File: src/rtl/pcma_mode_scanner.sv
// PCMA mode scanner: debounces the lock detector's decisions, scans fm4/fm8
// and sequences the detector's reset. Optional watchdog: PCMA_SCAN_WDOG_EN.
module pcma_mode_scanner #(
    parameter int RST_CYCLES   = 8,
    parameter int CNT_WIDTH    = 8,
    parameter int SWITCH_WIDTH = 16,
    parameter int WDOG_WIDTH   = 12
) (
    input  logic                    clk,
    input  logic                    reset,
    input  logic                    enable_i,
    input  logic                    lock_val_i,
    input  logic                    lock_i,
    input  logic [CNT_WIDTH-1:0]    seek_tries_i,
    input  logic [3:0]              confirm_i,
    input  logic [3:0]              lose_i,
    output logic                    det_reset_n_o,
    output logic [2:0]              mode_o,
    output logic                    locked_o,
    output logic [SWITCH_WIDTH-1:0] switch_cnt_o
);

    typedef enum logic [1:0] {
        IDLE,
        RESET_DET,
        SEEK,
        LOCKED
    } state_t;

    localparam int RW = (RST_CYCLES > 1) ? $clog2(RST_CYCLES) : 1;
    localparam logic [RW-1:0] RST_LAST = RW'(RST_CYCLES - 1);
    localparam logic [2:0] MODE_FM4 = 3'b001;
    localparam logic [2:0] MODE_FM8 = 3'b010;

    state_t                  state;
    logic [RW-1:0]           rst_cnt;
    logic [CNT_WIDTH-1:0]    try_cnt;
    logic [CNT_WIDTH-1:0]    hit_cnt;
    logic [CNT_WIDTH-1:0]    miss_cnt;
`ifdef PCMA_SCAN_WDOG_EN
    logic [WDOG_WIDTH-1:0]   wdog_cnt;
`endif

    logic [CNT_WIDTH-1:0]    tries_th;
    logic [CNT_WIDTH-1:0]    conf_th;
    logic [CNT_WIDTH-1:0]    lose_th;
    logic [CNT_WIDTH-1:0]    try_inc;
    logic [CNT_WIDTH-1:0]    hit_inc;
    logic [CNT_WIDTH-1:0]    miss_inc;
    logic [SWITCH_WIDTH-1:0] switch_inc;
    logic [2:0]              mode_next;

    // Live thresholds (zero means one) and saturating increments
    always_comb begin
        tries_th   = (seek_tries_i == '0) ? CNT_WIDTH'(1) : seek_tries_i;
        conf_th    = (confirm_i == 4'd0) ? CNT_WIDTH'(1) : CNT_WIDTH'(confirm_i);
        lose_th    = (lose_i == 4'd0) ? CNT_WIDTH'(1) : CNT_WIDTH'(lose_i);
        try_inc    = (&try_cnt) ? try_cnt : try_cnt + CNT_WIDTH'(1);
        hit_inc    = (&hit_cnt) ? hit_cnt : hit_cnt + CNT_WIDTH'(1);
        miss_inc   = (&miss_cnt) ? miss_cnt : miss_cnt + CNT_WIDTH'(1);
        switch_inc = (&switch_cnt_o) ? switch_cnt_o
                                     : switch_cnt_o + SWITCH_WIDTH'(1);
        mode_next  = (mode_o == MODE_FM4) ? MODE_FM8 : MODE_FM4;
    end

    // Scanner state machine with registered outputs
    always_ff @(posedge clk) begin
        if (reset) begin
            state         <= IDLE;
            det_reset_n_o <= 1'b0;
            mode_o        <= MODE_FM4;
            locked_o      <= 1'b0;
            switch_cnt_o  <= '0;
            rst_cnt       <= '0;
            try_cnt       <= '0;
            hit_cnt       <= '0;
            miss_cnt      <= '0;
`ifdef PCMA_SCAN_WDOG_EN
            wdog_cnt      <= '0;
`endif
        end else if (!enable_i) begin
            state         <= IDLE;
            det_reset_n_o <= 1'b0;
            locked_o      <= 1'b0;
        end else begin
            unique case (state)
                IDLE: begin
                    state         <= RESET_DET;
                    rst_cnt       <= '0;
                    det_reset_n_o <= 1'b0;
                    locked_o      <= 1'b0;
                end
                RESET_DET: begin
                    if (rst_cnt == RST_LAST) begin
                        state         <= SEEK;
                        det_reset_n_o <= 1'b1;
                        try_cnt       <= '0;
                        hit_cnt       <= '0;
                        miss_cnt      <= '0;
`ifdef PCMA_SCAN_WDOG_EN
                        wdog_cnt      <= '0;
`endif
                    end else begin
                        rst_cnt <= rst_cnt + RW'(1);
                    end
                end
                SEEK: begin
                    if (lock_val_i) begin
`ifdef PCMA_SCAN_WDOG_EN
                        wdog_cnt <= '0;
`endif
                        if (lock_i) begin
                            if (hit_inc >= conf_th) begin
                                state    <= LOCKED;
                                locked_o <= 1'b1;
                                miss_cnt <= '0;
                                hit_cnt  <= '0;
                            end else begin
                                hit_cnt <= hit_inc;
                            end
                        end else begin
                            hit_cnt <= '0;
                            if (try_inc >= tries_th) begin
                                state         <= RESET_DET;
                                det_reset_n_o <= 1'b0;
                                rst_cnt       <= '0;
                                mode_o        <= mode_next;
                                switch_cnt_o  <= switch_inc;
                                try_cnt       <= '0;
                            end else begin
                                try_cnt <= try_inc;
                            end
                        end
`ifdef PCMA_SCAN_WDOG_EN
                    end else if (&wdog_cnt) begin
                        state         <= RESET_DET;
                        det_reset_n_o <= 1'b0;
                        rst_cnt       <= '0;
                        locked_o      <= 1'b0;
                        wdog_cnt      <= '0;
                    end else begin
                        wdog_cnt <= wdog_cnt + WDOG_WIDTH'(1);
`endif
                    end
                end
                LOCKED: begin
                    if (lock_val_i) begin
`ifdef PCMA_SCAN_WDOG_EN
                        wdog_cnt <= '0;
`endif
                        if (lock_i) begin
                            miss_cnt <= '0;
                        end else if (miss_inc >= lose_th) begin
                            state    <= SEEK;
                            locked_o <= 1'b0;
                            try_cnt  <= '0;
                            hit_cnt  <= '0;
                            miss_cnt <= '0;
                        end else begin
                            miss_cnt <= miss_inc;
                        end
`ifdef PCMA_SCAN_WDOG_EN
                    end else if (&wdog_cnt) begin
                        state         <= RESET_DET;
                        det_reset_n_o <= 1'b0;
                        rst_cnt       <= '0;
                        locked_o      <= 1'b0;
                        wdog_cnt      <= '0;
                    end else begin
                        wdog_cnt <= wdog_cnt + WDOG_WIDTH'(1);
`endif
                    end
                end
                default: begin
                    state <= IDLE;
                end
            endcase
        end
    end

endmodule
File: config.mk
export PLATFORM = sky130hd
export DESIGN_NAME = pcma_mode_scanner
export DESIGN_NICKNAME = d
export VERILOG_FILES = /design/src/rtl/pcma_mode_scanner.sv
export SDC_FILE = /design/constraint.sdc
export NUM_CORES = 1
export LEC_CHECK = 0
export ABC_AREA = 1
export BUFFER_PORTS_ARGS = -buffer_cell sky130_fd_sc_hd__buf_2
export CAP_MARGIN = 0
export CORE_AREA = 5 5 89 91
export CTS_CLUSTER_DIAMETER = 120
export DETAILED_ROUTE_END_ITERATION = 10
export DIE_AREA = 0 0 94 96
export MAX_ROUTING_LAYER = met4
export PLACE_DENSITY_LB_ADDON = 0.25
export SETUP_SLACK_MARGIN = 0.15
export SYNTH_ARGS = -nofsm -noshare
export SYNTH_HDL_FRONTEND = slang
export SYNTH_SLANG_ARGS = --single-unit
export TNS_END_PERCENT = 20
File: constraint.sdc
create_clock -name clk -period 3.65 [get_ports clk]
set_input_delay 0.365 -clock clk [delete_from_list [all_inputs] [get_ports clk]]
set_output_delay 0.365 -clock clk [all_outputs]
set_load 0.01 [all_outputs]
Yosys cells after proc, flatten, opt, wreduce, memory -nomap -nowiden --
Index checks and enable logic that the tools add are counted.
Operators by class: add/subtract/negate cells 5, magnitude comparators 3, equal/unequal tests 17, mux-type cells 52, bitwise operators 3, reductions and logical operators 21
Operators with widths (number):
- $mux W8 | 20
- $pmux W8 S3 | 3
- $reduce_and A8 Y1 | 4
- $reduce_and A7 Y1 | 4
- $add A8 B1 Y8 const B | 3
- $ne A2 B2 Y1 const B | 10
- $mux W2 | 9
- $add A16 B1 Y16 const B | 1
- $ge A8 B4 Y1 | 2
- $reduce_and A16 Y1 | 1
- $mux W3 | 4
- $reduce_and A6 Y1 | 2
- $mux W1 | 10
- $reduce_and A5 Y1 | 2
- $pmux W3 S3 | 1
- $reduce_bool A3 Y1 | 3
- $ge A8 B8 Y1 | 1
- $logic_not A4 Y1 | 2
- $logic_not A8 Y1 | 1
- $mux W4 | 2
- $pmux W2 S4 | 1
- $ne A3 B3 Y1 const B | 2
- $pmux W1 S3 | 2
- $eq A2 B2 Y1 const B | 2
- 7 further kinds | 9
Storage, ports and cells: bits in registers 50, bits of input ports 21, output and inout bits 21

Depth between registers and ports, before layout --
Gate-level depths: netlist (run 1).
word-level depth 7, depth in mapped cells 22

Worst setup path after synthesis (run 1) --
OpenSTA, ideal clock, no wires.
path kind register to register, start point register try_cnt[0], end point register state[0], data arrival time 2499 ps, data required time 3584 ps, setup slack 1085 ps, cell stages (with the launch flop) 21, buffers on the path 1, period minus slack after synthesis 2565 ps, cell sequence dfxtp_1 > ha_1 > nand2_1 > inv_2 > nand4_2 > or2_0 > buf_2 > nand2_1 > o21ai_1 > ha_1 > nand2_1 > nand2_1 > nand2_1 > nand2_1 > nand2_1 > nand3b_2 > nor2_2 > nand2_1 > nand2_2 > nand2_1 > a21oi_2
On the way: longest elaborated chain between the ends 5, elaborated cells between the ends (all ways) 6
RTL lines:
- start: declaration | RTL line 37 | logic [CNT_WIDTH-1:0] try_cnt;
- start signal: assignment | RTL line 131 | try_cnt <= try_inc;
- $add A8 B1 Y8 or $reduce_and A8 Y1 (tied branches) | RTL line 58 | try_inc = (&try_cnt) ? try_cnt : try_cnt + CNT_WIDTH'(1);
- $mux W8 * | RTL line 58
- $ge A8 B8 Y1 * | RTL line 123 | if (try_inc >= tries_th) begin
- $ne A3 B3 Y1 (no source line) *
- $reduce_and A7 Y1 (no source line) *
- end signal: assignment | RTL line 69 | state <= IDLE;
- end signal: assignment | RTL line 82 | state <= IDLE;
- end signal: assignment | RTL line 124 | state <= RESET_DET;
- end: declaration | RTL line 35 | state_t state;
Mark *: on every way between the ends. The rest lies on a longest branch, timed or not. A chain may end at the register's enable or synchronous reset.

Worst setup path in the final report (run 1) --
start point register try_cnt[0], end point register switch_cnt_o[7]
On the way: longest elaborated chain between the ends 4, elaborated cells between the ends (all ways) 5
RTL lines:
- $add A8 B1 Y8 or $reduce_and A8 Y1 (tied branches) | RTL line 58
- $mux W8 * | RTL line 58
- $ge A8 B8 Y1 * | RTL line 123
- $reduce_and A6 Y1 (no source line) *
- end signal: assignment | RTL line 128 | switch_cnt_o <= switch_inc;
- end: declaration | RTL line 20 | output logic [SWITCH_WIDTH-1:0] switch_cnt_o
Marks and branches as above.

==> summary.md, run 1 <==
| Metric | Value |
|---|---|
| Outcome | finished clean |
| Final wirelength | 7.22 mm |
| RR Startpoint | try_cnt[0] |
| Worst hold endpoint | miss_cnt[1] |
| Gr usage total | 17.5% |
| MaxCap Viol Count | 0 |
| Initial DRC count | 132 |
| CTS tree | yes |
| Initial Util | 47.8% |
| Post-route clock period utilization | 83.5% |
| Critical Path, Cell by Cell | ha_1 > nand2_1 > inv_2 > nand4_2 > or2_0 > nand2_1 > o21ai_1 > ha_1 > nand2_1 > nand2_1 > nand2_1 > nand2_1 > nand2_1 > nand3b_2 > nand2_1 > nor2_4 > nand2_1 > o21ai_0 > nor2_1 |
| Required @ worst endpoint | 3.85 ns |
| Yosys cell types | 42 |
| Final #Nets | 582 |
| Worst Skew | 0.0114 ns |
| Layout area overhead | 10.7% |
| Flops & latches, synth | 49 |
| Post-DP HPWL | 5.60 mm |
| Actual slew at the worst max-slew pin | 1.02 ns |
| Largest net degree at the start of global routing | 38 |
| # hold bufs at CTS | 0 |
| Seq/Total Area, Yosys | 29.1% |
| Resize count post-CTS | 0 |
| Cell family with the largest share of critical-path delay | simple AND/OR/NAND/NOR gates |
| Launch point of the worst path | try_cnt[0] |
| Core Rows | 31 |
| Post-synth top flop | dfxtp_1 |
| Final Hold Vio Count | 0 |
| Minimum clock period | 3.05 ns |
| Setup WS post-layout | 0.602 ns |
| DR WL/cell | 11.3 µm |
| H-tree depth reported by CTS | 2 |
| Max Fclk | 328 MHz |
| Setup violators final | 0 |
| Post-synth EDFFs | 0 |
| Worst Reg-to-Reg Cells | 19 |
| Buf/Inv on CP | 1 |
| Hold Path Class | input port to flop |
| Max clock buf depth | 2 |
| Reg-to-reg slack, setup | 0.60 ns |
| Diode count | 0 |
| First-pass GRT wire length | 12.6 mm |
| RD Place Congestion | 0.861 |
| Vias in the first global route | 2879 |
| GR Overflow Total | 0 |
| HP Start | reset |
| Final Total Pwr | 1020 µW |
| Fraction of registers with async set/reset | 0% |
| Pre-CTS setup slack | 0.489 ns |
| Syn Inst Count | 500 |
| Core ar. | 7060 µm² |
| Crit path kind | flop to flop |
| Initial DRT Pass Iterations | 4 |
| Capturing point of the worst reg2reg path | switch_cnt_o[7] |
| Critical path's slowest cell | dfxtp_1 |
| Relative slew slack | 31.8% |
| Die height | 96 µm |
| Share of cells above drive strength 1 | 17.2% |
| Initial antenna violation count | 0 |
| Clock root buffer | clkbuf_8 |
| VDD IR max | 126 µV |
| Via-per-instance ratio | 4.92 |
| Horiz. Die Dim | 94 µm |
| Worst-skew pair later-pin latency | 0.30 ns |
| Syn_nets | 543 |
| Port buffer count | 40 |
| Synthesized cell area | 3370 µm² |
| Design Area, Final | 3730 µm² |
| Post-CTS Setup Bufs | 0 |
| Syn. warnings | 0 |
| Sink Count | 49 |
| Final Slew Violations | 0 |
| Power Density | 273 nW/µm² |
| Crit-path max cell delay | 0.42 ns |
| Die ar. | 9020 µm² |
| CP max FO | 13 |
| CTS Buf Count | 5 |
| Detail Route Antenna Nets | 0 |
| Worst hold slack | 0.412 ns |
| Leak | 0.00182 µW |
| Crit path DAT | 3.25 ns |
| Unrepaired setup endpoints after global routing | false |
| Syn Area/Cell | 6.75 µm² |
| Most used cell, CP | nand2_1 |
| Io pins | 42 |
| Worst-path clk slew | 0.10 ns |
| CP Capture Type | flop |
| CP Launch Type | flop |
| Setup TNS | 0 ns |
| Min-Delay Path Depth | 2 |
| # DRC | 0 |
| Placed Instance Area | 3640 µm² |
| Vias | 3143 |
[layout make-up]
type | count | area, µm²
sequential | 49 | 981
multi-input combinational | 351 | 1990
timing repair buffer | 40 | 200
tap | 99 | 124
fill | 745 | 3320
inverter | 92 | 355
clock inverter | 2 | 15.0
clock buffer | 6 | 72.6
[cell usage in the layout (no fill, tap or decap), types with 2 or more instances in the layout]
master,instances
xnor2_1,2
nor2_4,5
inv_4,4
nand2_2,8
xor2_1,8
ha_1,22
o21ai_1,4
nand2_1,106
buf_2,40
inv_1,83
inv_2,4
nand3b_1,2
dfxtp_1,49
o21ai_0,27
nand4_1,4
nand3_1,32
a31o_2,2
nor2_8,3
nor3_1,10
a21oi_1,30
nor2_2,4
clkbuf_8,5
o21bai_1,3
nand3_2,3
nand4_2,4
nor4_1,2
a21oi_2,6
nor2_1,53
clkinvlp_4,2
[cells by family after synthesis]
kind of cell,synth area share [%]
AND/OR/NAND/NOR,34.6
flip-flops,29.1
multiplexers,0.297
AO/OA/AOI/OAI,13.0
adder cells (fa/ha/maj),8.16
buffers and inverters,12.2
other,0.111
XOR/XNOR,2.60
[worst register-to-register path, delay by kind of cell (launching register included)]
family	cells	cell delay, ns
fa+ha+maj	2	0.52
compound gates	2	0.27
simple gates	14	1.65
buf+inv	1	0.09
flops	1	0.42
[state kept, by name (all words and copies together) (netlist names)]
signal and cells:
miss_cnt 8, try_cnt 8, hit_cnt 8, state 2, mode_o 2, det_reset_n_o 1
locked_o 1, rst_cnt 3, switch_cnt_o 16
[where the power goes]
part           leakage [µW]  internal [µW]  switching [µW]  total [µW]
registers          0.000396            545            10.1         555
clock network     0.0000374            136             192         327
logic               0.00139           50.4            86.5         137
total               0.00182            731             288        1020
[routing by layer]
layer / routed length, µm / GRT usage, % / up-vias
met2: 3260 / 27.4 / 61
met1: 3660 / 24.0 / 1408
li1: - / - / 1670
met5: 0 / - / -
met3: 253 / 2.81 / 4
met4: 36 / 3.61 / 0
[cell usage after synthesis, types with 2 or more instances]
master,n,area (µm²)
nor4_1,2,12.5
nor2_8,3,60.1
nor2_4,4,45.0
a21oi_1,30,150
xor2_1,8,70.1
xnor2_1,2,17.5
o21ai_0,27,135
a21oi_2,6,52.6
o21bai_1,3,22.5
nand4_2,4,50.1
buf_6,2,22.5
inv_4,4,25.0
a31o_2,2,17.5
nand3b_1,2,15.0
buf_2,3,15.0
inv_1,83,312
ha_1,22,275
nor3_1,10,50.1
nand4_1,4,25.0
nor2_1,53,199
nand3_1,32,160
nand2_1,106,398
nand3_2,3,30.0
inv_2,4,15.0
nand2_2,8,50.1
o21ai_1,4,20.0
nor2_2,5,31.3
dfxtp_1,49,981
buf_4,2,15.0
[worst max-delay path by stage]
stage	to	slack (ns)	cells past startpoint
6_report	switch_cnt_o[7]	0.60	19
3_3_place_gp	switch_cnt_o[5]	0.61	19
3_5_place_dp	switch_cnt_o[7]	0.49	19
4_1_cts	switch_cnt_o[7]	0.47	19
5_1_grt	switch_cnt_o[10]	0.21	18
2_1_floorplan	state[0]	1.08	20
[per-stage QoR]
step | cells | utilization (%)
after floorplan | 500 | -
after CTS | 639 | 52.8
final | 639 | 52.9
after detailed placement | 631 | 51.6
after global placement | 631 | 51.6
after global routing | 639 | 52.9
Power figures use the tool's default switching activity.
==> run 2: changes to the inputs <==
Settings changed: ABC_AREA 1 to 0, CORE_AREA 5 5 89 91 to 5 5 85 87, DIE_AREA 0 0 94 96 to 0 0 90 92.
Clock period 3.65 ns to 2.9 ns, I/O delays scaled along.
==> run 2 against run 1 <==
  * The flow now finishes with violations (setup timing)
  * Sequential cell count is the same
  * Global-route usage shrank 0.39 points
  * Worst setup slack lost 0.71 ns
  * Critical endpoint is now try_cnt[3]
  * Highest routed layer unchanged
==> summary.md, run 2 <==
| Metric | Value |
|---|---|
| CP Launch Type | flop |
| Outcome | finished, violations left |
| Ranking of synthesized cells by area | dfxtp_1, ha_1, a21oi_1 |
| Die height | 92 µm |
| Share of cells above drive strength 1 | 32.6% |
| Largest net degree at the start of global routing | 29 |
| Buf/Inv on CP | 2 |
| Biggest register | switch_cnt_o |
| Setup WS post-layout | -0.103 ns |
| Final Hold Vio Count | 0 |
| Combinational family with the most area after synthesis | simple AND/OR/NAND/NOR gates |
| DR WL/cell | 14.6 µm |
| Failing checks | setup timing |
| Critical Path, Cell by Cell | ha_4 > and2_4 > and3_4 > mux2_4 > ha_4 > or4_4 > a21oi_4 > o31ai_4 > buf_4 > nor4_4 > buf_6 > a21oi_2 > mux2i_1 |
| Vias in the first global route | 2673 |
| Actual slew at the worst max-slew pin | 0.651 ns |
| First-pass GRT wire length | 11.8 mm |
| Initial Util | 48.6% |
| Required @ worst endpoint | 3.15 ns |
| Die ar. | 8280 µm² |
| Unrepaired setup endpoints after global routing | true |
| Horiz. Die Dim | 90 µm |
| Count leader, synth | dfxtp_1 |
| Worst-skew pair later-pin latency | 0.31 ns |
| Most used cell, CP | ha_4 |
| Worst hold slack | 0.365 ns |
| Fraction of registers with async set/reset | 0% |
| Core ar. | 6280 µm² |
| Post-synth EDFFs | 0 |
| Via-per-instance ratio | 5.70 |
| Syn. warnings | 0 |
| Placed insts | 484 |
| Yosys cell types | 58 |
| Clock root buffer | clkbuf_8 |
| Post-synth top flop | dfxtp_1 |
| Most frequent cells in the layout | dfxtp_1, buf_2, nand2_1, buf_4, a21oi_1 |
| CTS Buf Count | 5 |
| Synth Area in Simple Gates | 26.8% |
| Syn Area/Cell | 8.47 µm² |
| Seq pwr share | 50.8% |
| Worst Skew | 0.00730 ns |
| Final wirelength | 7.39 mm |
| Post-DP HPWL | 5.05 mm |
| Fill cells | 535 |
| Post-synth top cells | dfxtp_1, nand2_1, a21oi_1 |
| VDD IR max | 385 µV |
| Top cell type's share of synthesized area | 32.2% |
| Post-synth top area cell | dfxtp_1 |
| Final #Nets | 472 |
| # DRC | 0 |
| Post-synthesis xor/xnor area fraction | 2.59% |
| Relative slew slack | 56.3% |
| Post-route clock period utilization | 104% |
| Clock Power Share | 42.0% |
| Net Sw Power | 313 µW |
| Crit path kind | flop to flop |
| Diode count | 0 |
| Hold Path Class | input port to flop |
| CP Capture Type | flop |
| Crit-path max cell delay | 0.52 ns |
| Adder-cell share of the synthesized area | 9.03% |
| Post-synthesis compound-gate area fraction | 19.7% |
| Max Fclk | 333 MHz |
| # hold bufs at CTS | 0 |
| Critical path's slowest cell | or4_4 |
| GR Overflow Total | 0 |
| Cell family with the largest share of critical-path delay | simple AND/OR/NAND/NOR gates |
| Initial DRC count | 168 |
| Seq/Total Area, Yosys | 32.2% |
| Initial DRT Pass Iterations | 4 |
| Vias | 2889 |
| Power Density | 347 nW/µm² |
| Syn Inst Count | 360 |
| Mux cell area share after synthesis | 3.90% |
| Sink Count | 49 |
| Most common cell after layout, fill and taps aside | dfxtp_1 |
| Core Rows | 29 |
| Placed Instance Area | 3470 µm² |
| CP max FO | 8 |
| Crit path DAT | 3.25 ns |
| Layout area overhead | 26.9% |
| Setup TNS | -0.439 ns |
| H-tree depth reported by CTS | 2 |
| Synthesized cell area | 3050 µm² |
| Syn_nets | 403 |
| Largest register FFs | 16 |
| Gr usage total | 17.1% |
| Layout Cells excl Fill | 507 |
| Detail Route Antenna Nets | 0 |
| Setup violators final | 10 |
| Comb power frac | 7.3% |
| Worst-path clk slew | 0.10 ns |
| RD Place Congestion | 0.854 |
| Final Slew Violations | 0 |
| MaxCap Viol Count | 0 |
| Switching Fraction | 23.3% |
| Initial antenna violation count | 0 |
| Flops & latches, synth | 49 |
| Design Area, Final | 3870 µm² |
| Max clock buf depth | 2 |
| Pint | 1030 µW |
| CTS tree | yes |
| Port buffer count | 40 |
| Minimum clock period | 3.00 ns |
| Leak | 0.00166 µW |
| Io pins | 42 |
[run 2: changes by cell type after synthesis, moves of 7 or more]
cell / delta
inv_1: -59
and3_1: +14
or3_1: +11
nand2_1: -76
o21ai_0: -10
nand3_1: -10
nor3_1: -7
nand2_2: -8
mux2_2: +7
nor2_1: -31
nand2b_1: +7
[run 2: logic make-up after synthesis]
family                     count (synthesis)
and+or+nand+nor                          146
muxes                                     11
adders and majority gates                 22
other                                      1
buffers and inverters                     37
AOI/OAI and AO/OA                         85
xor gates and xnor gates                   9
DFF                                       49
[run 2: per-stage QoR]
step	utilization (%)	power, µW	setup WS (ns)
6_report	61.6	1340	-0.103
5_1_grt	61.6	1390	-0.212
4_1_cts	59.4	1350	-0.0288
3_5_place_dp	55.2	786	-0.0404
3_3_place_gp	55.2	783	0.0436
2_1_floorplan	-	754	0.0437
[run 2: final timing paths]
kind / startpoint / endpoint / slack (ns) / cells after the start
max reg2reg: try_cnt[0] / try_cnt[3] / -0.10 / 13
min reg2reg: rst_cnt[1] / rst_cnt[1] / 0.46 / 2
min: lock_val_i / det_reset_n_o / 0.37 / 4
max: try_cnt[0] / try_cnt[3] / -0.10 / 13
[run 2: timing repair]
| action | 4_1_cts | 5_1_grt |
|---|---|---|
| pin swaps | 33 | 22 |
| buffers inserted | 6 | 7 |
| cloned | 0 | 2 |
| endpoints found under the setup margin | 31 | 45 |
| resized for setup | 20 | 19 |
[run 2: worst reg2reg max path, cell delays in order, from the launching register on]
cell	delay, ns
dfxtp_4	0.37
ha_4	0.13
and2_4	0.14
and3_4	0.22
mux2_4	0.32
ha_4	0.16
or4_4	0.52
a21oi_4	0.15
o31ai_4	0.11
buf_4	0.15
nor4_4	0.31
buf_6	0.19
a21oi_2	0.05
mux2i_1	0.13
[run 2: metal layers]
layer | track usage, % | vias to the layer above | part of all wire [%]
met1 | 21.1 | 1362 | 46
met2 | 28.2 | 53 | 49
li1 | - | 1462 | -
met3 | 3.36 | 12 | 3.6
met4 | 5.46 | 0 | 1.7
met5 | - | - | 0
[run 2: final cells by class]
cell class | instances | area [µm²] | share of cell area (%)
multi-input cells | 276 | 2100 | 54.3
clock inverters | 2 | 38.8 | 1.00
clock buffers | 6 | 93.8 | 2.43
flip-flops and latches | 49 | 990 | 25.6
repair buffers | 73 | 459 | 11.9
well taps | 77 | 96.3 | 2.49
inverters | 24 | 90.1 | 2.33
[run 2: power by group through the flow]
| stage | Sequential (µW) | Combinational, µW | Clock (µW) |
|---|---|---|---|
| floorplan | 691 | 63.1 | 0 |
| finish | 681 | 97.8 | 563 |
| CTS | 681 | 95.3 | 575 |
| global placement | 696 | 87.1 | 0 |
| detailed placement | 697 | 89.6 | 0 |
| global route | 682 | 108 | 597 |
==> run 3: changes to the inputs <==
Settings changed: BUFFER_PORTS_ARGS -buffer_cell sky130_fd_sc_hd__buf_2 to default, CORE_AREA 5 5 85 87 to 5 5 107 69, DIE_AREA 0 0 90 92 to 0 0 112 74, DONT_BUFFER_PORTS from default to 1.
==> run 3 against run 2 <==
  * The flow now finishes without violations
  * Worst hold slack worse by 0.34 ns
  * Design area is 6.1% lower
  * Die area hardly changed
  * Core utilization is 4.5 points lower
  * Sequential share of layout area is 1.7 points higher
  * Combinational power is 24% lower
  * Via count is 4.5% lower
  * Maximum frequency is 4.8% higher
  * Register-to-register slack better by 0.14 ns
  * Power is 12% lower
==> summary.md, run 3 (synthesis results as in run 2) <==
| Metric | Value |
|---|---|
| Max clock buf depth | 2 |
| Diode count | 0 |
| Outcome | finished clean |
| Most common cell after layout, fill and taps aside | dfxtp_1 |
| Power Density | 327 nW/µm² |
| Die ar. | 8290 µm² |
| Core ar. | 6360 µm² |
| Sink Count | 49 |
| Horiz. Die Dim | 112 µm |
| CP max FO | 6 |
| # hold bufs at CTS | 0 |
| Relative slew slack | 47.0% |
| Leak | 0.00144 µW |
| Reg-to-reg slack, setup | 0.03 ns |
| # DRC | 0 |
| Final Slew Violations | 0 |
| Crit path kind | flop to flop |
| Io pins | 42 |
| DR WL/cell | 16.7 µm |
| Layout area overhead | 19.1% |
| Actual slew at the worst max-slew pin | 0.785 ns |
| Vias | 2759 |
| Most frequent cells in the layout | dfxtp_1, nand2_1, buf_4 |
| Layout Cells excl Fill | 474 |
| Die height | 74 µm |
| Final #Nets | 429 |
| CTS Buf Count | 5 |
| Initial DRT Pass Iterations | 5 |
| Max Fclk | 349 MHz |
| Initial DRC count | 230 |
| Initial antenna violation count | 0 |
| Initial Util | 47.9% |
| Largest net degree at the start of global routing | 30 |
| Core Rows | 23 |
| GR Overflow Total | 0 |
| Post-DP HPWL | 5.66 mm |
| Clock root buffer | clkbuf_8 |
| Vias in the first global route | 2537 |
| CP Launch Type | flop |
| Setup WS post-layout | 0.0342 ns |
| Share of cells above drive strength 1 | 25.8% |
| Via-per-instance ratio | 5.82 |
| Gr usage total | 18.7% |
| Minimum clock period | 2.87 ns |
| Final Hold Vio Count | 0 |
| Setup TNS | 0 ns |
| Worst-skew pair later-pin latency | 0.31 ns |
| Largest register FFs | 16 |
| CP Capture Type | flop |
| Biggest register | switch_cnt_o |
| Final wirelength | 7.93 mm |
| Hold Path Class | input port to flop |
| Final Total Pwr | 1190 µW |
| Port buffer count | 0 |
| Placed insts | 458 |
| VDD IR max | 196 µV |
| Setup violators final | 0 |
| Crit path DAT | 3.11 ns |
| H-tree depth reported by CTS | 2 |
| RD Place Congestion | 0.872 |
| CTS tree | yes |
| Detail Route Antenna Nets | 0 |
| Worst-path clk slew | 0.10 ns |
| Pre-CTS setup slack | -0.0452 ns |
| Required @ worst endpoint | 3.14 ns |
| Unrepaired setup endpoints after global routing | true |
| Core Util, Final | 57.1% |
| First-pass GRT wire length | 12.3 mm |
| MaxCap Viol Count | 0 |
| Worst Skew | 0.00583 ns |
| Post-route clock period utilization | 98.8% |
[run 3: report_power, final]
part	internal (µW)	switching, µW	total (µW)
Combinational	32.0	42.2	74.1
Sequential	674	7.68	681
Clock	176	256	431
[run 3: cell type report]
cell class,count,area (µm²)
fillers,565,2730
multi-input cells,276,2110
flip-flops and latches,49,991
repair buffers,30,240
well taps,87,109
inverters,24,90.1
clock buffers,5,68.8
clock inverters,3,26.3
[run 3: timing repair]
item                       4_1_cts  5_1_grt
gates cloned                     0        2
resized for setup               16       25
pin swaps                       20       17
setup endpoints to repair       33       49
buffers inserted                 4        2
[run 3: metrics by stage]
stage	hold WS, ns	cell area [µm²]
after floorplan	0.447	3120
after global placement	0.362	3310
after detailed placement	0.364	3310
after CTS	0.0210	3500
after global routing	0.00818	3630
final	0.0286	3630
[run 3: final timing paths]
kind / cells past startpoint / to / start
max: 15 / try_cnt[5] / try_cnt[0]
min: 1 / mode_o[1] / reset
max reg2reg: 15 / try_cnt[5] / try_cnt[0]
min reg2reg: 2 / rst_cnt[2] / rst_cnt[2]
[run 3: per-layer routing]
layer / GRT usage [%] / wire length [µm]
met1: 27.0 / 4100
met2: 26.6 / 3360
met3: 4.15 / 406
met4: 4.80 / 60
met5: - / 0
[run 3: worst max-delay path, cell delays in order, from the launching register on]
cell      delay, ns
dfxtp_4        0.36
ha_4           0.15
and2_4         0.17
and3_4         0.19
nor2_4         0.13
xor2_1         0.09
ha_2           0.20
or4_4          0.53
a21oi_4        0.15
o31ai_4        0.10
buf_4          0.16
nor4_4         0.11
buf_4          0.19
buf_6          0.11
nand2b_1       0.05
mux2i_1        0.11
